## src/rtl/coax_rx_buffer_if.sv

```systemverilog
`default_nettype none
// ============================================================================
//  Module      : coax_rx_buffer_if
//  Description : Receiver-side and host-side signal bundle for coax_rx_buffer.
//                The master modport drives the receiver outputs and the pop
//                request. The slave modport is the buffer itself.
//  Revision    : 1.0  initial release
// ============================================================================
interface coax_rx_buffer_if #(
  parameter int DEPTH_BITS = 8
);
  // receiver side
  logic                  rx_active;
  logic                  rx_error;
  logic [9:0]            rx_data;
  logic                  rx_strobe;
  // host side
  logic                  read_strobe;
  logic [9:0]            data;
  logic                  empty;
  logic                  full;
  logic [DEPTH_BITS:0]   count;
  logic                  active;
  logic                  error;
  logic [9:0]            error_code;

  modport master (
    output rx_active, rx_error, rx_data, rx_strobe, read_strobe,
    input  data, empty, full, count, active, error, error_code
  );

  modport slave (
    input  rx_active, rx_error, rx_data, rx_strobe, read_strobe,
    output data, empty, full, count, active, error, error_code
  );
endinterface
`default_nettype wire

```

## src/rtl/coax_rx_buffer.sv

```systemverilog
`default_nettype none
// ============================================================================
//  Module      : coax_rx_buffer
//  Description : Frame FIFO behind the coax receiver. Stores each strobed
//                10-bit word of a frame, tracks the frame lifecycle
//                (IDLE/RECEIVING/DONE/ERROR) and latches the receiver error
//                code or the local overflow code. Host pops with read_strobe.
//  Revision    : 1.0  initial release
// ============================================================================
module coax_rx_buffer #(
  parameter int DEPTH_BITS = 8
) (
  input  logic             clk,
  input  logic             reset,
  coax_rx_buffer_if.slave  bus
);

  localparam int                  DEPTH           = 2 ** DEPTH_BITS;
  localparam logic [DEPTH_BITS:0] c_depth_count   = (DEPTH_BITS + 1)'(DEPTH);
  localparam logic [DEPTH_BITS:0] c_count_one     = (DEPTH_BITS + 1)'(1);
  localparam logic [DEPTH_BITS-1:0] c_ptr_one     = DEPTH_BITS'(1);
  localparam logic [9:0]          c_overflow_code = 10'b0000001000;

  typedef enum logic [1:0] {
    IDLE      = 2'd0,
    RECEIVING = 2'd1,
    DONE      = 2'd2,
    ERROR     = 2'd3
  } state_t;

  state_t                r_state;
  state_t                w_next_state;

  logic                  r_rx_active_q;
  logic                  r_rx_error_q;
  logic [DEPTH_BITS-1:0] r_wr_ptr;
  logic [DEPTH_BITS-1:0] r_rd_ptr;
  logic [DEPTH_BITS:0]   r_count;
  logic [9:0]            r_data;
  logic [9:0]            r_error_code;
  logic                  r_active;
  logic                  r_error;
  logic [9:0]            r_mem [DEPTH];

  logic                  w_rise_active;
  logic                  w_fall_active;
  logic                  w_rise_error;
  logic                  w_empty;
  logic                  w_full;
  logic                  w_pop;
  logic                  w_write;
  logic                  w_flush;
  logic                  w_code_load;
  logic [9:0]            w_code_next;

  assign w_rise_active = bus.rx_active & ~r_rx_active_q;
  assign w_fall_active = ~bus.rx_active & r_rx_active_q;
  assign w_rise_error  = bus.rx_error & ~r_rx_error_q;
  assign w_empty       = (r_count == '0);
  assign w_full        = (r_count == c_depth_count);
  // A frame start flushes the FIFO, so a same-cycle pop has nothing to pop.
  assign w_pop         = bus.read_strobe & ~w_empty & ~w_rise_active;

  // State register and receiver level history for edge detection.
  always_ff @(posedge clk) begin
    if (reset) begin
      r_state       <= IDLE;
      r_rx_active_q <= 1'b0;
      r_rx_error_q  <= 1'b0;
      r_active      <= 1'b0;
      r_error       <= 1'b0;
    end else begin
      r_state       <= w_next_state;
      r_rx_active_q <= bus.rx_active;
      r_rx_error_q  <= bus.rx_error;
      r_active      <= (w_next_state == RECEIVING);
      r_error       <= (w_next_state == ERROR);
    end
  end

  // Frame lifecycle: next state, write enable, flush and error-code update.
  always_comb begin
    w_next_state = r_state;
    w_write      = 1'b0;
    w_flush      = 1'b0;
    w_code_load  = 1'b0;
    w_code_next  = r_error_code;
    if (w_rise_active) begin
      w_next_state = RECEIVING;
      w_flush      = 1'b1;
      w_code_load  = 1'b1;
      w_code_next  = 10'd0;
    end else if (r_state == RECEIVING) begin
      // Receiver error wins over a same-cycle drop of rx_active.
      if (w_rise_error) begin
        w_next_state = ERROR;
        w_code_load  = 1'b1;
        w_code_next  = bus.rx_data;
      end else if (bus.rx_strobe && w_full && !w_pop) begin
        w_next_state = ERROR;
        w_code_load  = 1'b1;
        w_code_next  = c_overflow_code;
      end else begin
        w_write = bus.rx_strobe;
        if (w_fall_active) begin
          w_next_state = DONE;
        end
      end
    end else if (w_rise_error) begin
      w_next_state = ERROR;
      w_code_load  = 1'b1;
      w_code_next  = bus.rx_data;
    end
  end

  // Pointers, occupancy count, latched error code.
  always_ff @(posedge clk) begin
    if (reset) begin
      r_wr_ptr     <= '0;
      r_rd_ptr     <= '0;
      r_count      <= '0;
      r_error_code <= 10'd0;
    end else begin
      if (w_code_load) begin
        r_error_code <= w_code_next;
      end
      if (w_flush) begin
        r_wr_ptr <= '0;
        r_rd_ptr <= '0;
        r_count  <= '0;
      end else begin
        if (w_write) begin
          r_wr_ptr <= r_wr_ptr + c_ptr_one;
        end
        if (w_pop) begin
          r_rd_ptr <= r_rd_ptr + c_ptr_one;
        end
        case ({w_write, w_pop})
          2'b10:   r_count <= r_count + c_count_one;
          2'b01:   r_count <= r_count - c_count_one;
          default: r_count <= r_count;
        endcase
      end
    end
  end

  // Word storage; no reset so it maps onto block RAM.
  always_ff @(posedge clk) begin
    if (w_write) begin
      r_mem[r_wr_ptr] <= bus.rx_data;
    end
  end

  // Registered read port. On a full-FIFO write+pop the head is read before
  // the same location is overwritten.
  always_ff @(posedge clk) begin
    if (reset) begin
      r_data <= 10'd0;
    end else if (w_pop) begin
      r_data <= r_mem[r_rd_ptr];
    end
  end

  assign bus.data       = r_data;
  assign bus.empty      = w_empty;
  assign bus.full       = w_full;
  assign bus.count      = r_count;
  assign bus.active     = r_active;
  assign bus.error      = r_error;
  assign bus.error_code = r_error_code;

endmodule
`default_nettype wire

```

## src/flat_wrapper.sv

```systemverilog
// flat-port wrapper written by rule: the top's interface ports become plain ports
module coax_rx_buffer_flat 
#(
  parameter int DEPTH_BITS = 8
)
  (clk, reset, bus_rx_active, bus_rx_error, bus_rx_data, bus_rx_strobe, bus_read_strobe, bus_data, bus_empty, bus_full, bus_count, bus_active, bus_error, bus_error_code);
  coax_rx_buffer_if #(.DEPTH_BITS(DEPTH_BITS)) bus_i ();
  input  logic clk;
  input  logic reset;
  input wire logic [$bits(bus_i.rx_active)-1:0] bus_rx_active;
  input wire logic [$bits(bus_i.rx_error)-1:0] bus_rx_error;
  input wire logic [$bits(bus_i.rx_data)-1:0] bus_rx_data;
  input wire logic [$bits(bus_i.rx_strobe)-1:0] bus_rx_strobe;
  input wire logic [$bits(bus_i.read_strobe)-1:0] bus_read_strobe;
  output wire logic [$bits(bus_i.data)-1:0] bus_data;
  output wire logic [$bits(bus_i.empty)-1:0] bus_empty;
  output wire logic [$bits(bus_i.full)-1:0] bus_full;
  output wire logic [$bits(bus_i.count)-1:0] bus_count;
  output wire logic [$bits(bus_i.active)-1:0] bus_active;
  output wire logic [$bits(bus_i.error)-1:0] bus_error;
  output wire logic [$bits(bus_i.error_code)-1:0] bus_error_code;
  assign bus_i.rx_active = bus_rx_active;
  assign bus_i.rx_error = bus_rx_error;
  assign bus_i.rx_data = bus_rx_data;
  assign bus_i.rx_strobe = bus_rx_strobe;
  assign bus_i.read_strobe = bus_read_strobe;
  assign bus_data = bus_i.data;
  assign bus_empty = bus_i.empty;
  assign bus_full = bus_i.full;
  assign bus_count = bus_i.count;
  assign bus_active = bus_i.active;
  assign bus_error = bus_i.error;
  assign bus_error_code = bus_i.error_code;
  coax_rx_buffer #(.DEPTH_BITS(DEPTH_BITS)) u_core (.clk(clk), .reset(reset), .bus(bus_i));
endmodule
```

## config.mk

```make
export PLATFORM = sky130hd
export DESIGN_NAME = coax_rx_buffer_flat
export DESIGN_NICKNAME = d
export VERILOG_FILES = /design/src/rtl/coax_rx_buffer_if.sv /design/src/rtl/coax_rx_buffer.sv /design/src/flat_wrapper.sv
export SDC_FILE = /design/constraint.sdc
export NUM_CORES = 2
export LEC_CHECK = 0
export BUFFER_PORTS_ARGS = -buffer_cell sky130_fd_sc_hd__clkbuf_2
export CAP_MARGIN = 20
export CORE_UTILIZATION = 50
export DETAILED_ROUTE_END_ITERATION = 8
export PLACE_DENSITY = 0.8
export SLEW_MARGIN = 5
export SYNTH_ARGS = -nofsm -noshare
export SYNTH_HDL_FRONTEND = slang
export SYNTH_SLANG_ARGS = --single-unit
```

## constraint.sdc

```tcl
create_clock -name clk -period 3.4 [get_ports clk]
set_clock_uncertainty 0.1 [all_clocks]
set_input_delay 0.51 -clock clk [delete_from_list [all_inputs] [get_ports clk]]
set_output_delay 0.51 -clock clk [all_outputs]
set_load 0.1 [all_outputs]
```

After elaboration in Yosys (flattened, before gate mapping)
Memories as Yosys holds them, arrays and structs flattened. A register that Yosys moved wholly into a read port is not among the register bits.
Index checks and enable logic that the tools add are counted.
Operators by class
  $add $sub $neg: 4
  bitwise operators: 10
  reduce and logical (&&, ||, !) cells: 9
  multiplexer cells: 24
  equality and inequality tests: 6
Operators by type and width (number)
  10-bit 2-to-1 mux: 5
  9-bit case mux with 2 select lines: 1
  8-bit by 1-bit adder with 8-bit output (second input constant): 2
  1-bit 2-to-1 mux: 12
  2-bit 2-to-1 mux: 6
  9-bit by 1-bit adder with 9-bit output (second input constant): 1
  9-bit equality test (second input constant): 1
  9-bit logical NOT: 1
  9-bit by 1-bit subtractor with 9-bit output (second input constant): 1
  2-bit by 1-bit equality test with 1-bit output (second input constant): 3
  3-bit nonzero test: 2
  1-bit bitwise AND: 5
  1-bit NOT: 5
  2-bit equality test (second input constant): 2
  3-bit AND reduction: 1
  1-bit logical AND: 2
  2-bit nonzero test: 1
  2-bit OR reduction: 1
  1-bit logical NOT: 1
Storage, ports and cells
  memory bits (writable): 2560
  bits of input ports: 16
  memories: 1
  output and inout port bits: 33
  logic and storage cells: 63
  register bits after elaboration: 41
Memory list
  u_core.r_mem: depth 256, width 10, read ports 1, clocked after memory_dff 1, wr ports 1, RTL line coax_rx_buffer.sv:43  | logic [9:0] r_mem [DEPTH];

Depth between registers and ports, before layout
  depth after elaboration: 12
  gate-level depth with buffers: 15
  gate-level depth less buffers: 14

Least setup slack after synthesis
OpenSTA, ideal clock, no wires.
  kind: reg2reg
  start: register u_core.r_count[0], in the netlist u_core.bus.count[0]
  end: register u_core.r_count[8], in the netlist u_core.bus.count[8]
  period minus slack after synthesis: 4.846 ns
  stages on the path, launching flop included: 15
  required time: 3.227 ns
  library setup time: 0.073 ns
  path buffers: 1
  arrival: 4.674 ns
  path slack: -1.446 ns
  path through: dfxtp_1 > nor4_1 > and3_1 > a2111oi_2 > buf_2 > inv_1 > ha_1 > ha_1 > nor2b_1 > o21ai_0 > a21boi_0 > o21a_1 > o41ai_1 > mux2i_1 > mux2i_1
Between the ends
  elaborated cells on any way between the ends: 18
  those cells by class: add/sub (2); eq/ne (3); mux (5); bitwise (3); reduce/logical (5)
RTL lines
  start, declared: RTL line coax_rx_buffer.sv:38  | logic [DEPTH_BITS:0] r_count;
  start signal, assigned: RTL line coax_rx_buffer.sv:139  | 2'b10: r_count <= r_count + c_count_one;
  start signal, assigned: RTL line coax_rx_buffer.sv:140  | 2'b01: r_count <= r_count - c_count_one;
  start signal, assigned: RTL line coax_rx_buffer.sv:141  | default: r_count <= r_count;
  9-bit equality test (*): RTL line coax_rx_buffer.sv:60  | assign w_full = (r_count == c_depth_count);
  via bus_full: RTL line flat_wrapper.sv:17  | output wire logic [$bits(bus_i.full)-1:0] bus_full;
  1-bit logical AND (*) (2 in a row): RTL line coax_rx_buffer.sv:99  | end else if (bus.rx_strobe && w_full && !w_pop) begin
  1-bit 2-to-1 mux (*): RTL line coax_rx_buffer.sv:99
  1-bit 2-to-1 mux (*): RTL line coax_rx_buffer.sv:95  | if (w_rise_error) begin
  1-bit 2-to-1 mux (*): RTL line coax_rx_buffer.sv:93  | end else if (r_state == RECEIVING) begin
  1-bit 2-to-1 mux (*): RTL line coax_rx_buffer.sv:88  | if (w_rise_active) begin
  2-bit by 1-bit equality test with 1-bit output or 2-bit equality test (tied branches): RTL line coax_rx_buffer.sv:138  | case ({w_write, w_pop})
  9-bit case mux with 2 select lines or 2-bit nonzero test (tied branches)
The timed path passes the listed nets; every way through them passes the cells marked *.
A chain may end at the register's enable or synchronous reset.

==> results.toml <==
[clock_network]
h-tree-depth = 4
clock-root-buffer = "clkbuf_16"
cts_setup_buffers = 0
clk_pin_slew_ns = 0.06
clock_sinks = 2611
clock_path_buffers = 3
cts_tree = "yes"
clock_latency_ns = 0.90
cts_made_buffers = 231

[placement]
io_buffers = 48
finalWeightedCongestion = 0.899
hpwl_um = 146000
dp_slack_ns = 0.0133

[outcome]
violations = "design-rule violations"
status = "complete, but fails checks"

[global_route]
grt_max_degree = 121
overflow = 0
grt_pass1_wl_um = 361000
grt_use_total_pct = 24.4
grt_pass1_vias = 52400
antenna_found_initial = 5

[floorplan]
fp.dieH_um = 450
die_x_um = 450
io_pins = 49
rows = 164
core_sq_um = 200000
die-area_sq_um = 203000
initial_core_util_pct = 50.3

[setup_path]
cpPeakStageDelay_ns = 0.76
cp.arrival_ns = 4.01
cp_slowest_cell = "dfxtp_4"
worstPathRequired_ns = 4.05
crit_chain = "buf_12 -> buf_12 -> mux4_2 -> mux4_2 -> o22ai_1 -> a311o_1 -> o2111ai_1"
cp-start-kind = "flop"
crit_path_max_fanout = 25
cp-end-kind = "flop"
path_delay_family = "compound AO/OA/AOI/OAI gates"
reg2reg_slack_ns = 0.04
crit_buf_inv = 2
crit_type = "flop to flop"

[synth]
synth_edf_count = 2560
syn_area_per_cell_sq_um = 21.7
synthCells = 4637
synth_top_flop_cell = "edfxtp_1"
synth_most_common_cell = "edfxtp_1"
yosysTopAreaCell = "edfxtp_1"
ys_seq_area_share_pct = 77.5
synth_nets = 4667
synth_cell_type_count = 56
ys_warn_count = 0
synth_commonest_cells = "2560 x edfxtp_1, 638 x mux4_2, 334 x nor2_1, 177 x mux2i_1, 110 x clkbuf_1"
syn_area_sq_um = 101000
async_flop_share_pct = 0
ys_top_cells_by_area = "edfxtp_1 76%, mux4_2 14%, mux2i_1 1.8%"
ys_ff_latch = 2611
synthDominantCellAreaShare_pct = 76.4

[sta]
slew_headroom_pct = 28.2
setup_viol_count_final = 0
worst_pin_slew_ns = 1.08
rsz0062_at_grt = "false"
timing.final.crit_period_ns = 3.36
whs_ns = 0.0514
slew_violations = 0
fin_crit_sh_pct = 98.9
fin_setup_tns_ns = 0
finalWorstSetupSlack_ns = 0.0370
finalHoldViolCount = 0
fmax_mhz = 297

[route]
drt_iter0_drc = 7693
drtAntennaViolNets = 0
wl_um = 249000
num_vias = 52000
wl_per_cell_um = 30.9
drtPass1Iterations = 8
viasPerCell = 6.46
drcViolationCount = 24

[power]
p_leak_nw = 35.2
power_mw = 62.6
irDropWorstVdd_mv = 0.594
p_per_area_nw_per_um2 = 542

[layout]
nNetsFinal = 5214
drive_gt1_share_pct = 29.7
syn2layout_area_growth_pct = 14.8

[min_path]
hold_path_class = "input pin to flop"

[job]
maxCapViolations = 0
[worst paths after layout]
| kind | startpoint | depth (start not counted) | to |
|---|---|---|---|
| worst min register to register | u_core.bus.data[0] | 2 | u_core.bus.data[0] |
| worst min-delay path | bus_rx_data[8] | 1 | u_core.r_mem[134][8] |
| worst max-delay path | u_core.r_rd_ptr[1] | 7 | u_core.bus.data[7] |
| worst max register to register | u_core.r_rd_ptr[1] | 7 | u_core.bus.data[7] |
[through the flow]
step / std cells / area [sq um] / util (%)
after detailed placement: 7599 / 108000 / 53.9
after CTS: 8036 / 115000 / 57.7
after floorplan: 4637 / 101000 / -
after global placement: 7599 / 108000 / 53.9
final: 8040 / 115000 / 57.8
after global routing: 8037 / 115000 / 57.7
[routing by layer]
| layer | wire, um | global-route usage, % | vias to the layer above | part of all wire (%) |
|---|---|---|---|---|
| li1 | - | - | 20500 | - |
| met1 | 87200 | 31.7 | 27100 | 35 |
| met2 | 124000 | 40.0 | 3715 | 50 |
| met3 | 26100 | 4.92 | 615 | 11 |
| met4 | 11700 | 11.1 | 6 | 4.7 |
| met5 | 55 | 0 | - | 0.022 |
[final cells by class]
type	instances	area [sq um]
diodes	4	10.0
clock buffers	274	6180
clock inverters	155	1440
fillers	13400	84400
inverters	15	56.3
multi-input cells	1750	21400
flip-flops and latches	2611	77900
well taps	2656	3320
repair buffers	575	5120
[kinds of logic after synthesis]
family,Yosys count,synth area share [%]
adders and majority gates,14,0.182
and+or+nand+nor,573,2.46
DFF,2611,77.5
AOI/OAI and AO/OA,332,2.31
muxes,815,16.0
buffers and inverters,276,1.40
xor gates and xnor gates,16,0.139
[where the power goes]
| part | total (mW) | leakage, nW | switching, mW | internal (mW) |
|---|---|---|---|---|
| Sequential | 35.3 | 23.4 | 0.00977 | 35.3 |
| Combinational | 1.02 | 8.03 | 0.789 | 0.234 |
| Clock | 26.3 | 3.76 | 11.7 | 14.6 |
[sequential cells by signal, summed over array words and instances (netlist names)]
name and cells:
u_core.r_mem 2560, u_core.bus.data 10, u_core.bus.error_code 10, u_core.bus.count 9, u_core.r_rd_ptr 8, u_core.r_wr_ptr 8
u_core.r_state 2, u_core.bus.active 1, u_core.bus.error 1, u_core.r_rx_active_q 1, u_core.r_rx_error_q 1
[worst reg2reg max path: cells and delay by family, from the launching register on]
family	cells	cell delay (ns)
multiplexers	2	0.86
flip-flops	1	0.76
AO/OA/AOI/OAI	3	1.06
buffers and inverters	2	0.43
[cells in the final DEF, fill, tap and decap left out, drive strengths merged, types with 51 or more instances in the layout]
cell and n:
a22oi 70, mux4 638, nor2 334, dfxtp 51
edfxtp 2560, clkinv 114, buf 528, clkbuf 313
mux2i 177, o22ai 84, nand2 98
[repair_timing]
| item | CTS | global route |
|---|---|---|
| endpoints found under the hold margin | 79 | 0 |
| gates resized for setup | 1 | 0 |
| hold buffers | 8 | 0 |
| endpoints found under the setup margin | 1 | 0 |
Note: power is estimated with default switching activity, not from simulation.
